### src/rtl/spi_pkg.sv
// Shared constants, FSM state encoding and frame-width helper for the SPI register-file peripheral.
package spi_pkg;
  localparam logic RW_WRITE = 1'b1;
  localparam logic RW_READ  = 1'b0;

  typedef enum logic [1:0] {IDLE, ADDR, DATA, DONE} state_e;

  function automatic int frame_w(input int aw, input int dw);
    return 1 + aw + dw;
  endfunction
endpackage

### src/rtl/spi_input_sync.sv
// Multi-flop synchroniser for one asynchronous pad input, with single-clk rise/fall pulses.
module spi_input_sync #(
  parameter int   STAGES  = 2,
  parameter logic RST_VAL = 1'b0
) (
  input  logic clk,
  input  logic rst,
  input  logic d_i,
  output logic q_o,
  output logic rise_o,
  output logic fall_o
);
  logic [STAGES-1:0] sync_q;
  logic              prev_q;

  always_ff @(posedge clk) begin
    if (rst) begin
      sync_q <= {STAGES{RST_VAL}};
      prev_q <= RST_VAL;
    end else begin
      sync_q <= {sync_q[STAGES-2:0], d_i};
      prev_q <= sync_q[STAGES-1];
    end
  end

  assign q_o    = sync_q[STAGES-1];
  assign rise_o = q_o & ~prev_q;
  assign fall_o = ~q_o & prev_q;
endmodule

### src/rtl/spi_regfile_peripheral.sv
// SPI mode-0 peripheral giving an external controller read/write access to a
// NUM_REGS x DATA_W register file in the clk domain.
module spi_regfile_peripheral
  import spi_pkg::*;
#(
  parameter int ADDR_W      = 7,
  parameter int DATA_W      = 8,
  parameter int NUM_REGS    = 5,
  parameter int SYNC_STAGES = 2
) (
  input  logic                         clk,
  input  logic                         rst,
  input  logic                         sclk,
  input  logic                         ncs,
  input  logic                         copi,
  output logic                         cipo,
  output logic                         cipo_oe,
  output logic [NUM_REGS*DATA_W-1:0]   regs_flat,
  output logic                         wr_strobe,
  output logic [ADDR_W-1:0]            wr_addr,
  output logic [7:0]                   err_count
);
  localparam int FW = frame_w(ADDR_W, DATA_W);
  localparam int CW = $clog2(FW + 1);

  logic sclk_lvl, sclk_rise, sclk_fall;
  logic ncs_lvl, ncs_rise, ncs_fall;
  logic copi_lvl, copi_rise, copi_fall;

  spi_input_sync #(.STAGES(SYNC_STAGES), .RST_VAL(1'b0)) u_sclk (
    .clk(clk), .rst(rst), .d_i(sclk), .q_o(sclk_lvl), .rise_o(sclk_rise), .fall_o(sclk_fall));
  spi_input_sync #(.STAGES(SYNC_STAGES), .RST_VAL(1'b1)) u_ncs (
    .clk(clk), .rst(rst), .d_i(ncs), .q_o(ncs_lvl), .rise_o(ncs_rise), .fall_o(ncs_fall));
  spi_input_sync #(.STAGES(SYNC_STAGES), .RST_VAL(1'b0)) u_copi (
    .clk(clk), .rst(rst), .d_i(copi), .q_o(copi_lvl), .rise_o(copi_rise), .fall_o(copi_fall));

  logic unused_sync;
  assign unused_sync = ^{sclk_lvl, ncs_lvl, copi_rise, copi_fall};

  state_e                          state_q, state_d;
  logic [CW-1:0]                   cnt_q;
  logic [FW-2:0]                   rx_q;
  logic [DATA_W-1:0]               tx_q;
  logic                            oe_q, wr_strobe_q;
  logic [ADDR_W-1:0]               wr_addr_q;
  logic [7:0]                      err_q;
  logic [NUM_REGS-1:0][DATA_W-1:0] regs_q;

  logic [FW-1:0]     rx_d;
  logic              last_addr, last_data, abort, err_inc, tx_shift;
  logic [ADDR_W-1:0] addr_a, addr_w;
  logic              valid_a, valid_w, do_read, do_write;
  logic [DATA_W-1:0] rd_word;

  always_ff @(posedge clk) begin
    if (rst) state_q <= IDLE;
    else     state_q <= state_d;
  end

  // A synced ncs rise overrides any SCLK edge seen in the same cycle.
  always_comb begin
    state_d = state_q;
    if (ncs_rise) state_d = IDLE;
    else begin
      case (state_q)
        IDLE:    if (ncs_fall) state_d = ADDR;
        ADDR:    if (sclk_rise && cnt_q == CW'(ADDR_W)) state_d = DATA;
        DATA:    if (sclk_rise && cnt_q == CW'(FW - 1)) state_d = DONE;
        default: state_d = state_q;
      endcase
    end
  end

  always_comb begin
    rx_d      = {rx_q, copi_lvl};
    last_addr = !ncs_rise && sclk_rise && state_q == ADDR && cnt_q == CW'(ADDR_W);
    last_data = !ncs_rise && sclk_rise && state_q == DATA && cnt_q == CW'(FW - 1);
    addr_a    = rx_d[ADDR_W-1:0];
    addr_w    = rx_d[DATA_W +: ADDR_W];
    valid_a   = int'(addr_a) < NUM_REGS;
    valid_w   = int'(addr_w) < NUM_REGS;
    do_read   = last_addr && rx_d[ADDR_W] == RW_READ;
    do_write  = last_data && rx_d[FW-1] == RW_WRITE && valid_w;
    abort     = ncs_rise && cnt_q != '0 && cnt_q != CW'(FW);
    err_inc   = abort || (do_read && !valid_a) ||
                (last_data && rx_d[FW-1] == RW_WRITE && !valid_w);
    // The fall right after the address phase must keep the MSB on the line.
    tx_shift  = !ncs_rise && sclk_fall && oe_q && state_q == DATA &&
                cnt_q != CW'(ADDR_W + 1);
    rd_word   = '0;
    for (int i = 0; i < NUM_REGS; i++)
      if (addr_a == ADDR_W'(i)) rd_word = regs_q[i];
  end

  always_ff @(posedge clk) begin
    if (rst) begin
      cnt_q       <= '0;
      rx_q        <= '0;
      tx_q        <= '0;
      oe_q        <= 1'b0;
      wr_strobe_q <= 1'b0;
      wr_addr_q   <= '0;
      err_q       <= '0;
      regs_q      <= '0;
    end else begin
      wr_strobe_q <= 1'b0;
      if (ncs_rise) begin
        cnt_q <= '0;
        oe_q  <= 1'b0;
      end else if (state_q == IDLE && ncs_fall) begin
        cnt_q <= '0;
      end else if ((state_q == ADDR || state_q == DATA) && sclk_rise) begin
        cnt_q <= cnt_q + CW'(1);
        rx_q  <= rx_d[FW-2:0];
      end
      if (do_read) begin
        tx_q <= valid_a ? rd_word : '0;
        oe_q <= 1'b1;
      end else if (tx_shift) begin
        tx_q <= {tx_q[DATA_W-2:0], 1'b0};
      end
      if (do_write) begin
        for (int i = 0; i < NUM_REGS; i++)
          if (addr_w == ADDR_W'(i)) regs_q[i] <= rx_d[DATA_W-1:0];
        wr_strobe_q <= 1'b1;
        wr_addr_q   <= addr_w;
      end
      if (err_inc && err_q != 8'hFF) err_q <= err_q + 8'd1;
    end
  end

  assign cipo      = oe_q & tx_q[DATA_W-1];
  assign cipo_oe   = oe_q;
  assign regs_flat = regs_q;
  assign wr_strobe = wr_strobe_q;
  assign wr_addr   = wr_addr_q;
  assign err_count = err_q;
endmodule

### config.mk
export PLATFORM = sky130hd
export DESIGN_NAME = spi_regfile_peripheral
export DESIGN_NICKNAME = d
export VERILOG_FILES = /design/src/rtl/spi_pkg.sv /design/src/rtl/spi_input_sync.sv /design/src/rtl/spi_regfile_peripheral.sv
export SDC_FILE = /design/constraint.sdc
export NUM_CORES = 1
export LEC_CHECK = 0
export BUFFER_PORTS_ARGS = -buffer_cell sky130_fd_sc_hd__buf_2
export CELL_PAD_IN_SITES_DETAIL_PLACEMENT = 0
export CELL_PAD_IN_SITES_GLOBAL_PLACEMENT = 1
export CORE_ASPECT_RATIO = 2
export CORE_MARGIN = 5
export CORE_UTILIZATION = 39
export DETAILED_ROUTE_END_ITERATION = 10
export PLACE_DENSITY_LB_ADDON = 0.12
export SETUP_SLACK_MARGIN = 0.2
export SYNTH_ARGS = -nofsm -noshare
export SYNTH_HDL_FRONTEND = slang
export SYNTH_SLANG_ARGS = --single-unit
export TNS_END_PERCENT = 10
### constraint.sdc
create_clock -name clk -period 2.1 [get_ports clk]
set_input_delay 0.21 -clock clk [delete_from_list [all_inputs] [get_ports clk]]
set_output_delay 0.21 -clock clk [all_outputs]
set_load 0.005 [all_outputs]
==> reports/results.ini <==
[floorplan]
ios = 63
rows = 53
fp.dieH_um = 157
dieArea_um2 = 13100
coreArea_um2 = 10500
die_w_um = 83.3
initial_core_util = 0.398

[global_routing]
overflow = 0
grt_pass1_vias = 3576
grt_first_pass_wirelength_mm = 18.8
grtUsageTotal = 0.184
grt_antenna_before_repair = 0
grt_max_degree = 44

[placement]
place_hpwl_mm = 8.70
post-place-ws_ps = -48.5
place.gp.congestion = 0.815
io_buffers = 62
place_area_um2 = 4910

[worst_setup_path]
crit_top_cell = ha_4
critPathMaxFanout = 8
crit_end = regs_flat[14]
critPathLaunchType = flip-flop
slowest_stage = dfxtp_2
startpoint = cnt_q[0]
critPathKind = reg -> reg
rr_worst_depth = 10
reg2reg_slack_ps = 10
path_cells = ha_4 -> and3_4 -> ha_4 -> nand3b_1 -> buf_6 -> nor4_4 -> and4bb_1 -> buf_12 -> mux2i_1 -> nor2_1
crit_path_max_incr_delay_ps = 350
worstReg2RegEnd = regs_flat[14]
cp-end-kind = flip-flop
cp.required_ps = 2340
r2r_start = cnt_q[0]
arrival_ps = 2330

[sta]
fin_setup_tns_ps = 0
fin_hold_ws_ps = 58.4
hold_viol_final = 0
finClkSkew_ps = 7.29
maxSlewHeadroom = 0.425
fin_ws_ps = 12.8
slew_violations = 0
rsz0062_at_grt = yes
worst_pin_slew_ps = 862
fin_crit_sh = 0.994
max_freq_ghz = 0.479
fin_crit_ps = 2090
setup_viol = 0

[clock_network]
cts_buffers = 9
clk_latency_ps = 350
cts.sinks = 95
cts-root-buf = clkbuf_16
clk_pin_slew_worst_paths_ps = 70
cts_buffer_depth = 2
holdBufCountCts = 0
htree_num_levels = 3
cts_tree = built

[run_status]
status = completed

[synthesis]
async_flop_share = 0
netlist_instances = 451
synthTopCellsByCount = dfxtp_1, nor2_1, mux2i_1
syn-num-nets = 464
synth_ff_type = dfxtp_1
synth_area_um2 = 4190
ys_warn_count = 0
synth.distinct_cells = 53
yosysMostFrequentCell = dfxtp_1
ys_seq_elements = 95
ys_top_cells_by_area = dfxtp_1, mux2i_1, nor2_1, a21oi_1, nand2_1
yosysTopAreaCell = dfxtp_1
synth_seq_area_share = 0.453
synth_top_cell_area_share = 0.453
synth_edf_count = 0
avgSynthCellArea_um2 = 9.30

[detailed_routing]
route.detailed.drc = 0
antenna_left = 0
highest_layer = met4
route.vias.total = 3493
wl_met1_mm = 4.40
routed_wl_mm = 11.7
dr.pass1.iters = 4
routed-wl-met2_mm = 6.52
post_drt_wl_per_cell_um = 17.1
drt-initial-drc-count = 113
via_per_inst = 5.11
wl_met3_um = 390

[layout]
final_area_um2 = 5400
drive_gt1_frac = 0.302
multi_input_area_um2 = 2230
syn_to_final_growth_pct = 28.8
final_nets = 554
fillers = 1028
num_antenna_cells = 0
regArea_um2 = 1910

[pwr]
finalPower_w = 0.00375
p_per_area_nw_per_um2 = 695
p_leak_nw = 2.29
ir_drop_mv = 0.498

[flow_run]
cap_violations = 0

[min_path]
min_path_type = in -> reg

[area by class of cell]
type                            instances  area share
Clock inverter                          7      0.0144
Timing Repair Buffer                  105       0.134
Sequential cell                        95       0.354
Multi-Input combinational cell        313       0.413
Tap cell                              137      0.0317
Clock buffer                            9      0.0417
Inverter                               17      0.0118
[per-layer routing]
metal	up-vias	track usage
met5	-	0
met4	0	0.0842
met3	16	0.0353
met2	71	0.359
met1	1658	0.185
li1	1748	-
[worst min path at each step]
stage	from	end	slack [ps]	cells past startpoint
after floorplan	ncs	u_ncs.sync_q[0]	310	1
after global placement	u_copi.sync_q[0]	u_copi.sync_q[1]	420	1
after detailed placement	u_ncs.sync_q[0]	u_ncs.sync_q[1]	420	1
after CTS	ncs	u_ncs.sync_q[0]	50	2
after global routing	ncs	u_ncs.sync_q[0]	50	2
final	ncs	u_ncs.sync_q[0]	60	2
[per-stage QoR]
stage                     std cells  utilization
after global placement          659        0.465
after detailed placement        659        0.465
final                           683        0.512
after global routing            683        0.512
after floorplan                 451            -
after CTS                       682        0.506
[logic make-up (layout without fill, tap and decap cells)]
family | after synthesis | count (layout) | share of synthesized area
DFF | 95 | 95 | 0.453
and+or+nand+nor | 171 | 171 | 0.216
buffers and inverters | 43 | 138 | 0.0430
AOI/OAI and AO/OA | 73 | 73 | 0.114
xor gates and xnor gates | 3 | 3 | 0.00627
adders and majority gates | 8 | 8 | 0.0239
muxes | 58 | 58 | 0.143
[critical path: cells and delay by family (launching register included)]
kind / cells / cell delay [ps]
flops: 1 / 350
mux: 1 / 190
fa+ha+maj: 2 / 260
buf+inv: 2 / 320
simple gates: 5 / 840
[cell usage in the layout, fill, tap and decap left out, types with 3 or more instances in the layout]
cell type | netlist | routed
nand2b_4 | 1 | 3
nand2b_1 | 13 | 11
buf_12 | 0 | 6
mux2i_1 | 50 | 49
o211ai_1 | 7 | 7
nor2_1 | 62 | 62
o21ai_0 | 11 | 11
clkbuf_16 | 0 | 9
dfxtp_1 | 95 | 88
nand2_1 | 29 | 29
a21oi_1 | 29 | 29
a221oi_1 | 8 | 8
a22o_1 | 6 | 6
dfxtp_2 | 0 | 7
buf_4 | 2 | 33
buf_6 | 1 | 4
ha_1 | 8 | 6
nor2b_1 | 11 | 10
inv_6 | 0 | 4
buf_2 | 3 | 62
and2_1 | 7 | 5
or2_2 | 3 | 3
or3_1 | 4 | 4
nor3_1 | 9 | 8
mux2_2 | 6 | 6
nand4_1 | 7 | 7
inv_1 | 17 | 17
[state kept, by name (all words and copies together), names as in the netlist]
| signal | flops |
|---|---|
| regs_flat | 40 |
| rx_q | 15 |
| err_count | 8 |
| tx_q | 8 |
| wr_addr | 7 |
| cnt_q | 5 |
| state_q | 2 |
| u_copi.sync_q | 2 |
| u_ncs.sync_q | 2 |
| u_sclk.sync_q | 2 |
| cipo_oe | 1 |
| u_ncs.prev_q | 1 |
| u_sclk.prev_q | 1 |
| wr_strobe | 1 |
[power breakdown]
group / internal [W] / switching (W)
combinational: 0.0000974 / 0.000134
sequential: 0.00182 / 0.0000152
clock: 0.000939 / 0.000747
[timing repair]
action                     CTS  global route
setup buffers                7             1
gates resized for setup     14            18
setup endpoints to repair   55            67
pin swaps                    8            26
Note: power is estimated with default switching activity, not from simulation.
